**src/rtl/if_stage.sv**
```systemverilog
// Instruction-fetch stage: PC register, IF/ID pipeline register, RUN/HALTED fetch FSM
// and a saturating count of instructions loaded into IF/ID.
module if_stage #(
   parameter int                ADDR_W   = 8,
   parameter int                INSTR_W  = 16,
   parameter logic [ADDR_W-1:0] RESET_PC = 8'h00,
   parameter logic [4:0]        HALT_OP  = 5'b00001
) (
   input  logic               clk,
   input  logic               rst_n,
   input  logic               stall,
   input  logic               branch_taken,
   input  logic [ADDR_W-1:0]  branch_target,
   output logic [ADDR_W-1:0]  imem_addr,
   input  logic [INSTR_W-1:0] imem_q,
   output logic [INSTR_W-1:0] if_id_instr,
   output logic [ADDR_W-1:0]  if_id_pc,
   output logic               if_id_valid,
   output logic               halted,
   output logic [15:0]        fetch_count
);

   typedef enum logic {
      S_RUN    = 1'b0,
      S_HALTED = 1'b1
   } state_t;

   state_t               r_state,       w_state_nxt;
   logic [ADDR_W-1:0]    r_pc,          w_pc_nxt;
   logic [INSTR_W-1:0]   r_instr,       w_instr_nxt;
   logic [ADDR_W-1:0]    r_if_id_pc,    w_if_id_pc_nxt;
   logic                 r_valid,       w_valid_nxt;
   logic [15:0]          r_fetch_count, w_fetch_count_nxt;
   logic                 w_is_halt;

   assign w_is_halt = (imem_q[INSTR_W-1 -: 5] == HALT_OP);

   always_comb begin
      // NOTE: every next-state signal gets its hold value first so no path leaves it unassigned (no latch).
      w_state_nxt       = r_state;
      w_pc_nxt          = r_pc;
      w_instr_nxt       = r_instr;
      w_if_id_pc_nxt    = r_if_id_pc;
      w_valid_nxt       = r_valid;
      w_fetch_count_nxt = r_fetch_count;

      if (branch_taken) begin
         w_state_nxt = S_RUN;
         w_pc_nxt    = branch_target;
         w_valid_nxt = 1'b0;
      end else if (!stall) begin
         case (r_state)
            S_RUN: begin
               w_instr_nxt    = imem_q;
               w_if_id_pc_nxt = r_pc;
               w_valid_nxt    = 1'b1;
               if (r_fetch_count != 16'hFFFF)
                  w_fetch_count_nxt = r_fetch_count + 16'd1;
               // A HALT parks the PC on its own address so a later redirect is the only way out.
               if (w_is_halt)
                  w_state_nxt = S_HALTED;
               else
                  w_pc_nxt = r_pc + ADDR_W'(1);
            end
            S_HALTED: w_valid_nxt = 1'b0;
            default:  w_state_nxt = S_RUN;
         endcase
      end
   end

   always_ff @(posedge clk or negedge rst_n) begin
      if (!rst_n) begin
         r_state       <= S_RUN;
         r_pc          <= RESET_PC;
         r_instr       <= '0;
         r_if_id_pc    <= '0;
         r_valid       <= 1'b0;
         r_fetch_count <= '0;
      end else begin
         // NOTE: non-blocking so every register samples the pre-edge values computed above.
         r_state       <= w_state_nxt;
         r_pc          <= w_pc_nxt;
         r_instr       <= w_instr_nxt;
         r_if_id_pc    <= w_if_id_pc_nxt;
         r_valid       <= w_valid_nxt;
         r_fetch_count <= w_fetch_count_nxt;
      end
   end

   assign imem_addr   = r_pc;
   assign if_id_instr = r_instr;
   assign if_id_pc    = r_if_id_pc;
   assign if_id_valid = r_valid;
   assign halted      = (r_state == S_HALTED);
   assign fetch_count = r_fetch_count;

endmodule

```
**config.mk**
```make
export PLATFORM = sky130hd
export DESIGN_NAME = if_stage
export DESIGN_NICKNAME = d
export VERILOG_FILES = /design/src/rtl/if_stage.sv
export SDC_FILE = /design/constraint.sdc
export NUM_CORES = 1
export LEC_CHECK = 0
export ABC_AREA = 1
export BUFFER_PORTS_ARGS = -buffer_cell sky130_fd_sc_hd__buf_2
export CORE_MARGIN = 5
export CORE_UTILIZATION = 45
export CTS_BUF_LIST = sky130_fd_sc_hd__clkbuf_8 sky130_fd_sc_hd__clkbuf_16
export DETAILED_ROUTE_END_ITERATION = 10
export PLACE_DENSITY = 0.83
export SYNTH_ARGS = -nofsm -noshare
export SYNTH_HDL_FRONTEND = slang
export SYNTH_SLANG_ARGS = --single-unit
```
**constraint.sdc**
```tcl
create_clock -name clk -period 1.8 [get_ports clk]
set_clock_uncertainty 0.15 [all_clocks]
set_input_delay 0.45 -clock clk [delete_from_list [all_inputs] [get_ports clk]]
set_output_delay 0.45 -clock clk [all_outputs]
set_load 0.03 [all_outputs]
```
==> results of run 1 <==
-- cells by family (layout without fill, tap and decap cells) --
logic type	Yosys count	in the layout	share of synthesized area
AOI/OAI and AO/OA	17	17	0.04053
xor gates and xnor gates	11	11	0.03901
adders and majority gates	2	2	0.01013
buffers and inverters	34	124	0.05876
DFF	50	50	0.5066
and+or+nand+nor	210	210	0.3450
-- synthesized netlist by cell type (all sizes together) --
library cell | n | area (um^2)
xnor2 | 4 | 35.03
o21ai | 16 | 95.10
ha | 2 | 25.02
inv | 26 | 97.59
a21oi | 1 | 5.000
nand3 | 27 | 140.1
nor2 | 21 | 83.83
nand4 | 7 | 43.79
xor2 | 7 | 61.31
dfrtp | 50 | 1251
clkbuf | 4 | 15.01
nand2 | 155 | 584.3
buf | 4 | 32.53
-- registers in the layout, indices dropped and copies added (netlist names) --
| name | cells |
|---|---|
| fetch_count | 16 |
| halted | 1 |
| imem_addr | 8 |
| if_id_pc | 8 |
| if_id_valid | 1 |
| if_id_instr | 16 |
-- power by group through the flow --
stage	Combinational (uW)	Clock, uW	Sequential (uW)
after global routing	1010	755	1420
after floorplan	266	0	1740
after CTS	929	714	1400
after detailed placement	923	0	1420
after global placement	906	0	1420
final	922	690	1400
-- layout make-up --
| cell class | count | area [um^2] |
|---|---|---|
| clock buffers | 5 | 68.82 |
| fillers | 509 | 2286 |
| clock inverters | 3 | 26.28 |
| inverters | 26 | 97.59 |
| multi-input cells | 240 | 1074 |
| flip-flops and latches | 50 | 1252 |
| repair buffers | 90 | 510.5 |
| well taps | 72 | 90.09 |
-- critical path, cell delays in order, from the launching register on --
cell     delay (ns)
dfrtp_1        0.36
ha_1           0.18
nand3_1        0.16
inv_2          0.10
nand3_2        0.11
nor2_1         0.14
nor2_2         0.04
buf_4          0.19
nand2_1        0.08
nand2_1        0.05
-- stage by stage --
step	setup slack [ns]	utilization	power, uW
after global routing	0.007380	0.5771	3190
after detailed placement	0.1465	0.5539	2345
after floorplan	0.005867	-	2006
final	0.1445	0.5771	3013
after CTS	0.1187	0.5734	3046
after global placement	0.1664	0.5539	2325
-- final timing paths --
kind	startpoint	endpoint	slack, ns	cells past startpoint
setup / recovery	fetch_count[1]	fetch_count[11]	0.14	9
hold / removal	imem_q[8]	if_id_instr[8]	0.18	3
min in group asynchronous	rst_n	fetch_count[4]	0.47	2
max in group asynchronous	rst_n	if_id_instr[0]	0.50	3
setup reg to reg	fetch_count[1]	fetch_count[11]	0.14	9
hold reg to reg	if_id_instr[0]	if_id_instr[0]	0.33	2
-- layer usage --
metal	vias up	wire, um	global-route usage	share of wire
met2	73	2765	0.2783	0.46
li1	1189	-	-	-
met4	0	71	0.04825	0.012
met5	-	0	0	0
met1	1058	2690	0.2217	0.45
met3	9	456	0.04738	0.076
-- timing repair --
action | CTS | global route
endpoints found under the hold margin | 18 | 0
setup buffers | 0 | 1
hold buffers | 1 | 0
setup endpoints to repair | 0 | 3
resized for setup | 0 | 0
==> metrics.yaml, run 1 <==
timing:
  final.setup.tns_ns: 0
  fin_crit_ns: 1.655
  slew_viol_final: 0
  slew_headroom: 0.6874
  worst_slew_pin_slew_ns: 0.4689
  setup_violations: 0
  whs_ns: 0.1756
  period_share: 0.9197
  rsz0062_at_grt: "no"
  fmax_mhz: 604.1
  hold_violations: 0
yosys:
  synth-seq-cells: 50
  ys_seq_area_frac: 0.5066
  syn_avg_cell_area_um2: 7.623
  ys_types: 20
  syn-cell-area_um2: 2470
  postSynthCellCount: 324
  syn-num-nets: 354
  yosysWarnings: 0
clock_network:
  cts_buffers: 5
  cts_tree: "yes"
  clock_latency_ns: 0.31
  path_clk_slew_ns: 0.10
  clock-sinks: 50
  ctsLongestPathBuffers: 2
  cts-root-buf: "clkbuf_8"
  h-tree-depth: 2
pwr:
  intPower_uw: 1860
  clkPwrFrac: 0.229
  p_comb_frac: 0.306
  p_seq_frac: 0.465
  vdd_drop_max_mv: 0.5946
  p_sw_uw: 1154
  power_density_nw_per_um2: 966.0
  sw_frac_of_total: 0.3828
  p_leak_uw: 0.001756
die:
  io_pins: 78
  dieArea_um2: 7070
  rows: 27
  core-area_um2: 5405
  die_y_um: 84.09
  fp.dieW_um: 84.09
  initial_core_util: 0.4569
global_routing:
  grt_overflow: 0
  grt_usage: 0.1707
  antenna_found_initial: 0
  grt_max_degree: 33
  first_global_vias: 2241
  grt_pass1_wl_um: 10050
run_status:
  status: "finished, final reports clean"
setup_path:
  cp.required_ns: 1.86
  worstSetupPathType: "reg2reg"
  arrival_ns: 1.71
  worstSetupEndpointType: "flip-flop"
  startpoint_type: "flip-flop"
  path_max_fanout: 15
placement:
  globalplace.congestion: 0.8794
  place_inst: 476
  postPlaceCellArea_um2: 2994
  detailed_place_hpwl_um: 4526
  port_buffers: 77
layout:
  syn_to_final_growth_pct: 26.29
  final_cell_area_um2: 3119
  stdcell_count: 486
  drive_gt1_frac: 0.2585
  final_common_cell: "nand2_1"
  diodes: 0
  fin_nets: 443
  final_cell_mix: "nand2_1, buf_2, dfrtp_1, nand3_1, inv_1"
detailed_routing:
  vias_per_cell: 4.792
  dr.pass1.iters: 6
  drt_drc_violations_left: 0
  vias: 2329
  wire_per_inst_um: 12.31
  drt_first_iter_violations: 104
  drtAntennaViolNets: 0
  routed_wl_um: 5984
flow_run:
  drv_cap: 0
hold_path:
  hold_path.class: "in2reg"
Note: power is estimated with default switching activity, not from simulation.
==> run 2: changes to the inputs <==
- CORE_UTILIZATION: 45 -> 30
- PLACE_DENSITY: 0.83 -> 0.63
- REMOVE_ABC_BUFFERS: default -> 1
- clock period: 1.8 -> 1.93 ns (I/O delays scaled with it)
==> run 2 against run 1 <==
First-iteration DRC count down 29%. Register-to-register slack better by 0.09 ns. Die area is 44% higher. Global-route usage fell by 4.1 points. Total power is 7.0% lower. Critical path type unchanged. Largest cell class unchanged. Largest power group unchanged.
==> metrics.yaml, run 2 (same netlist as run 1, synthesis figures left out) <==
layout:
  final_cell_mix: "nand2_1, buf_2, dfrtp_1, nand3_1, inv_1"
  stdcell_count: 513  # +5.6%
  final_common_cell: "nand2_1"
  diodes: 0  # unchanged
  drive_gt1_frac: 0.2475  # -0.01091
  syn_to_final_growth_pct: 25.68
  final_cell_area_um2: 3104  # -0.48%
  fin_nets: 437  # -1.4%
global_routing:
  first_global_vias: 2301  # +2.7%
  grt_max_degree: 51  # +55%
  antenna_found_initial: 0  # unchanged
  grt_usage: 0.1295  # -0.04125
  grt_overflow: 0  # unchanged
  grt_pass1_wl_um: 10670  # +6.3%
timing:
  rsz0062_at_grt: "no"
  slew_viol_final: 0  # unchanged
  setup_violations: 0  # unchanged
  period_share: 0.8772  # -0.04249
  hold_violations: 0  # unchanged
  fin_crit_ns: 1.693  # +0.03755 ns
  final.setup.tns_ns: 0  # unchanged
  fmax_mhz: 590.7  # -2.2%
  slew_headroom: 0.7123  # +0.02484
  whs_ns: 0.01050  # -0.1651 ns
  worst_slew_pin_slew_ns: 0.4300  # -0.03884 ns
detailed_routing:
  routed_wl_um: 6320  # +5.6%
  vias: 2307  # -0.94%
  drtAntennaViolNets: 0  # unchanged
  drt_first_iter_violations: 74  # -29%
  vias_per_cell: 4.497  # -6.2%
  dr.pass1.iters: 4  # -2
  wire_per_inst_um: 12.32  # about the same
  drt_drc_violations_left: 0  # unchanged
clock_network:
  hold_buffers: 0  # -1
  ctsLongestPathBuffers: 2  # unchanged
  cts_buffers: 5  # unchanged
  postCtsSetupBuffers: 0  # unchanged
  cts-root-buf: "clkbuf_8"
  clock_latency_ns: 0.30  # about the same
  path_clk_slew_ns: 0.09  # about the same
  cts_tree: "yes"
  clock-sinks: 50  # unchanged
  h-tree-depth: 2  # unchanged
die:
  io_pins: 78  # unchanged
  dieArea_um2: 10150  # +44%
  die_y_um: 100.7  # +20%
  core-area_um2: 8134  # +50%
  rows: 33  # +22%
  fp.dieW_um: 100.7  # +20%
  initial_core_util: 0.3036  # -0.1533
pwr:
  power_density_nw_per_um2: 902.8  # -6.5%
  p_leak_uw: 0.001720  # -2.0%
  sw_frac_of_total: 0.3782  # -0.004645
  clkPwrFrac: 0.228  # about the same
  vdd_drop_max_mv: 0.3673  # -38%
  p_sw_uw: 1060  # -8.1%
  p_comb_frac: 0.302  # -0.004
  p_seq_frac: 0.470  # +0.005
  intPower_uw: 1743  # -6.3%
placement:
  detailed_place_hpwl_um: 4822  # +6.5%
  port_buffers: 77  # unchanged
  globalplace.congestion: 0.7878  # -10%
  postPlaceCellArea_um2: 3004  # +0.33%
  place_inst: 505  # +6.1%
setup_path:
  worstSetupPathType: "reg2reg"
  startpoint_type: "flip-flop"
  arrival_ns: 1.78  # +0.07 ns
  cp.required_ns: 2.02  # +0.16 ns
  path_max_fanout: 15  # unchanged
  worstSetupEndpointType: "flip-flop"
flow_run:
  drv_cap: 0  # unchanged
run_status:
  status: "finished, final reports clean"
hold_path:
  hold_path.class: "in2async"
run 2: layer usage:
layer  vias up  GRT usage  part of all wire
li1       1171          -                 -
met1      1049     0.1763              0.47
met2        79     0.2081              0.45
met3         8    0.02976             0.074
met4         0    0.03212             0.010
met5         -          0                 0
run 2: worst paths after layout:
path,start,endpoint,slack (ns),cells after the start
hold reg to reg,if_id_instr[9],if_id_instr[9],0.34,2
min in group clk,imem_q[5],if_id_instr[5],0.22,3
max in group asynchronous,rst_n,if_id_instr[10],1.40,2
setup reg to reg,fetch_count[0],fetch_count[7],0.24,8
hold / removal,rst_n,fetch_count[0],0.01,2
setup / recovery,fetch_count[0],fetch_count[7],0.24,8
run 2: through the flow:
step | utilization | setup WS [ns] | total power [uW]
after floorplan | - | 0.09823 | 1858
after global placement | 0.3693 | 0.1056 | 2180
after detailed placement | 0.3693 | 0.05723 | 2194
after CTS | 0.3810 | 0.02854 | 2839
after global routing | 0.3816 | 0.02890 | 2971
final | 0.3816 | 0.2370 | 2803
run 2: worst max-delay path, stage by stage (launching register included):
cell and delay (ns):
dfrtp_1 0.40, ha_1 0.23, nand3_1 0.16, inv_2 0.06
nand3_2 0.10, nor2_1 0.07, nor2_4 0.30, nand2_1 0.10
nand2_1 0.07
run 2: power groups by stage:
stage / Combinational [uW] / Clock (uW) / Sequential (uW)
2_1_floorplan: 236 / 0 / 1620
6_report: 845 / 639 / 1320
5_1_grt: 925 / 702 / 1340
4_1_cts: 857 / 661 / 1320
3_3_place_gp: 848 / 0 / 1330
3_5_place_dp: 857 / 0 / 1340
run 2: timing repair:
item / CTS / global route
resized for setup: 0 / 1
hold endpoints to repair: 0 / 0
setup endpoints to repair: 0 / 15
run 2: final cells by class:
| class | count | area, um^2 |
|---|---|---|
| Clock buffer | 6 | 82.58 |
| Sequential cell | 50 | 1251 |
| Timing Repair Buffer | 84 | 450.4 |
| Inverter | 26 | 97.59 |
| Tap cell | 105 | 131.4 |
| Multi-Input combinational cell | 240 | 1079 |
| Clock inverter | 2 | 12.51 |
| Fill cell | 867 | 5030 |
==> run 3: changes to the inputs <==
- CAP_MARGIN: default -> 10
- PLACE_DENSITY: 0.63 -> 0.65
- clock period: 1.93 -> 1.5 ns (I/O delays scaled with it)
==> run 3 against run 2 <==
Routed wire length grew 14%. First-iteration DRC count increased by 39%. Via count up 11%. Count of clock-buffer cells in the layout fell by 1. Critical endpoint is now fetch_count[13]. Total power increased by 44%. Hold slack better by 0.099 ns. Cell count is 9.6% higher. The flow now finishes with violations (negative setup slack).
==> metrics.yaml, run 3 (same netlist as run 1, synthesis figures left out) <==
clock_network:
  path_clk_slew_ns: 0.10  # about the same
  clock_latency_ns: 0.30  # about the same
  h-tree-depth: 2  # unchanged
  cts_buffers: 5  # unchanged
  ctsLongestPathBuffers: 2  # unchanged
  cts-root-buf: "clkbuf_8"
  clock-sinks: 50  # unchanged
  cts_tree: "yes"
timing:
  fin_crit_ns: 1.531  # -0.1616 ns
  hold_violations: 0  # unchanged
  fin_ws_ns: -0.03141  # -0.2684 ns
  setup_violations: 8  # +8
  fmax_mhz: 653.0  # +11%
  whs_ns: 0.1091  # +0.09856 ns
  rsz0062_at_grt: "yes"
  period_share: 1.021  # +0.1437
  worst_slew_pin_slew_ns: 0.2790  # -0.1511 ns
  slew_viol_final: 0  # unchanged
  slew_headroom: 0.8140  # +0.1018
  final.setup.tns_ns: -0.06605  # -0.06605 ns
setup_path:
  path_max_fanout: 6  # -9
  worstSetupEndpointType: "flip-flop"
  critical_path.max_stage_delay_ns: 0.36  # -0.04 ns
  crit_chain: "ha_2 > nand3_4 > inv_4 > nand3_4 > nor2_4 > nor2_4 > buf_6 > nand2_2 > nand2_2"
  slowest_stage: "dfrtp_1"
  worstSetupPathType: "reg2reg"
  arrival_ns: 1.58  # -0.20 ns
  cp.required_ns: 1.55  # -0.47 ns
  startpoint_type: "flip-flop"
detailed_routing:
  drtAntennaViolNets: 0  # unchanged
  vias_per_cell: 4.537  # +0.90%
  vias: 2550  # +11%
  routed_wl_um: 7188  # +14%
  drt_first_iter_violations: 103  # +39%
  wire_per_inst_um: 12.79  # +3.8%
  drt_drc_violations_left: 0  # unchanged
  dr.pass1.iters: 4  # unchanged
global_routing:
  grt_pass1_wl_um: 11820  # +11%
  grt_usage: 0.1437  # +0.01421
  grt_max_degree: 51  # unchanged
  first_global_vias: 2548  # +11%
  grt_overflow: 0  # unchanged
  antenna_found_initial: 0  # unchanged
pwr:
  power_density_nw_per_um2: 1062  # +18%
  power.total_uw: 4029  # +44%
  vdd_drop_max_mv: 0.5175  # +41%
  p_leak_uw: 0.002031  # +18%
layout:
  final_common_cell: "nand2_1"
  syn_to_final_growth_pct: 53.55
  final_cell_mix: "nand2_1, buf_2, dfrtp_1, buf_4, nand3_1"
  drive_gt1_frac: 0.4092  # +0.1616
  diodes: 0  # unchanged
  fin_nets: 486  # +11%
  num-fill-cells: 792  # -8.7%
  final_cell_area_um2: 3792  # +22%
die:
  initial_core_util: 0.3036  # unchanged
  rows: 33  # unchanged
  dieArea_um2: 10150  # unchanged
  die_y_um: 100.7  # unchanged
  io_pins: 78  # unchanged
  core-area_um2: 8134  # unchanged
  fp.dieW_um: 100.7  # unchanged
hold_path:
  hold_path.class: "in2reg"
placement:
  postPlaceCellArea_um2: 3289  # +9.5%
  detailed_place_hpwl_um: 5005  # +3.8%
  dp_slack_ns: -0.06908  # -0.1263 ns
  port_buffers: 77  # unchanged
  globalplace.congestion: 0.8290  # +5.2%
run_status:
  status: "complete, but fails checks"
  violations: "negative setup slack"
flow_run:
  drv_cap: 0  # unchanged
## run 3: changes by cell type in the layout (fill, tap and decap cells not counted), moves of 9 or more
cell	previous run	this run
buf_2	77	57
buf_4	6	46
buf_6	0	24
nand2_1	154	130
nand2_2	1	24
nor2_1	19	10
## run 3: final cells by class
cell class,count,area [um^2],area share
Clock buffer,5,68.82,0.01815
Tap cell,105,131.4,0.03464
Clock inverter,3,40.04,0.01056
Inverter,26,100.1,0.02639
Timing Repair Buffer,133,998.5,0.2633
Sequential cell,50,1255,0.3309
Multi-Input combinational cell,240,1199,0.3161
## run 3: critical path, delay by kind of cell (launching register included)
family        cells  cell delay [ns]
fa+ha+maj         1             0.21
buf+inv           2             0.22
flops             1             0.36
simple gates      6             0.49
## run 3: through the flow
stage | std cells | utilization
floorplan | 316 | -
global placement | 538 | 0.4044
detailed placement | 538 | 0.4044
CTS | 557 | 0.4476
global route | 562 | 0.4662
finish | 562 | 0.4662
## run 3: worst paths after layout
kind / startpoint / endpoint / slack (ns) / cells after the start
setup / recovery: fetch_count[1] / fetch_count[13] / -0.03 / 9
hold reg to reg: if_id_pc[5] / if_id_pc[5] / 0.34 / 2
min in group asynchronous: rst_n / fetch_count[5] / 0.44 / 3
setup reg to reg: fetch_count[1] / fetch_count[13] / -0.03 / 9
max in group asynchronous: rst_n / imem_addr[5] / 0.50 / 3
hold / removal: imem_q[2] / if_id_instr[2] / 0.11 / 3
## run 3: per-layer routing
metal	GRT usage	up-vias	share of wire
met5	0	-	0
met4	0.05078	0	0.017
met3	0.02630	10	0.045
met2	0.2466	68	0.51
met1	0.1802	1195	0.43
li1	-	1277	-
## run 3: report_power, final
group	internal, uW	switching (uW)
logic	534	839
registers	1540	157
clock network	492	469
total	2560	1460
## run 3: what timing repair did
item                       4_1_cts  5_1_grt
pin swaps                        3        9
hold endpoints to repair        50        0
gates resized for setup         49       48
hold buffers                     1        0
gates cloned                     1        0
setup buffers                   11        5
setup endpoints to repair       28       60
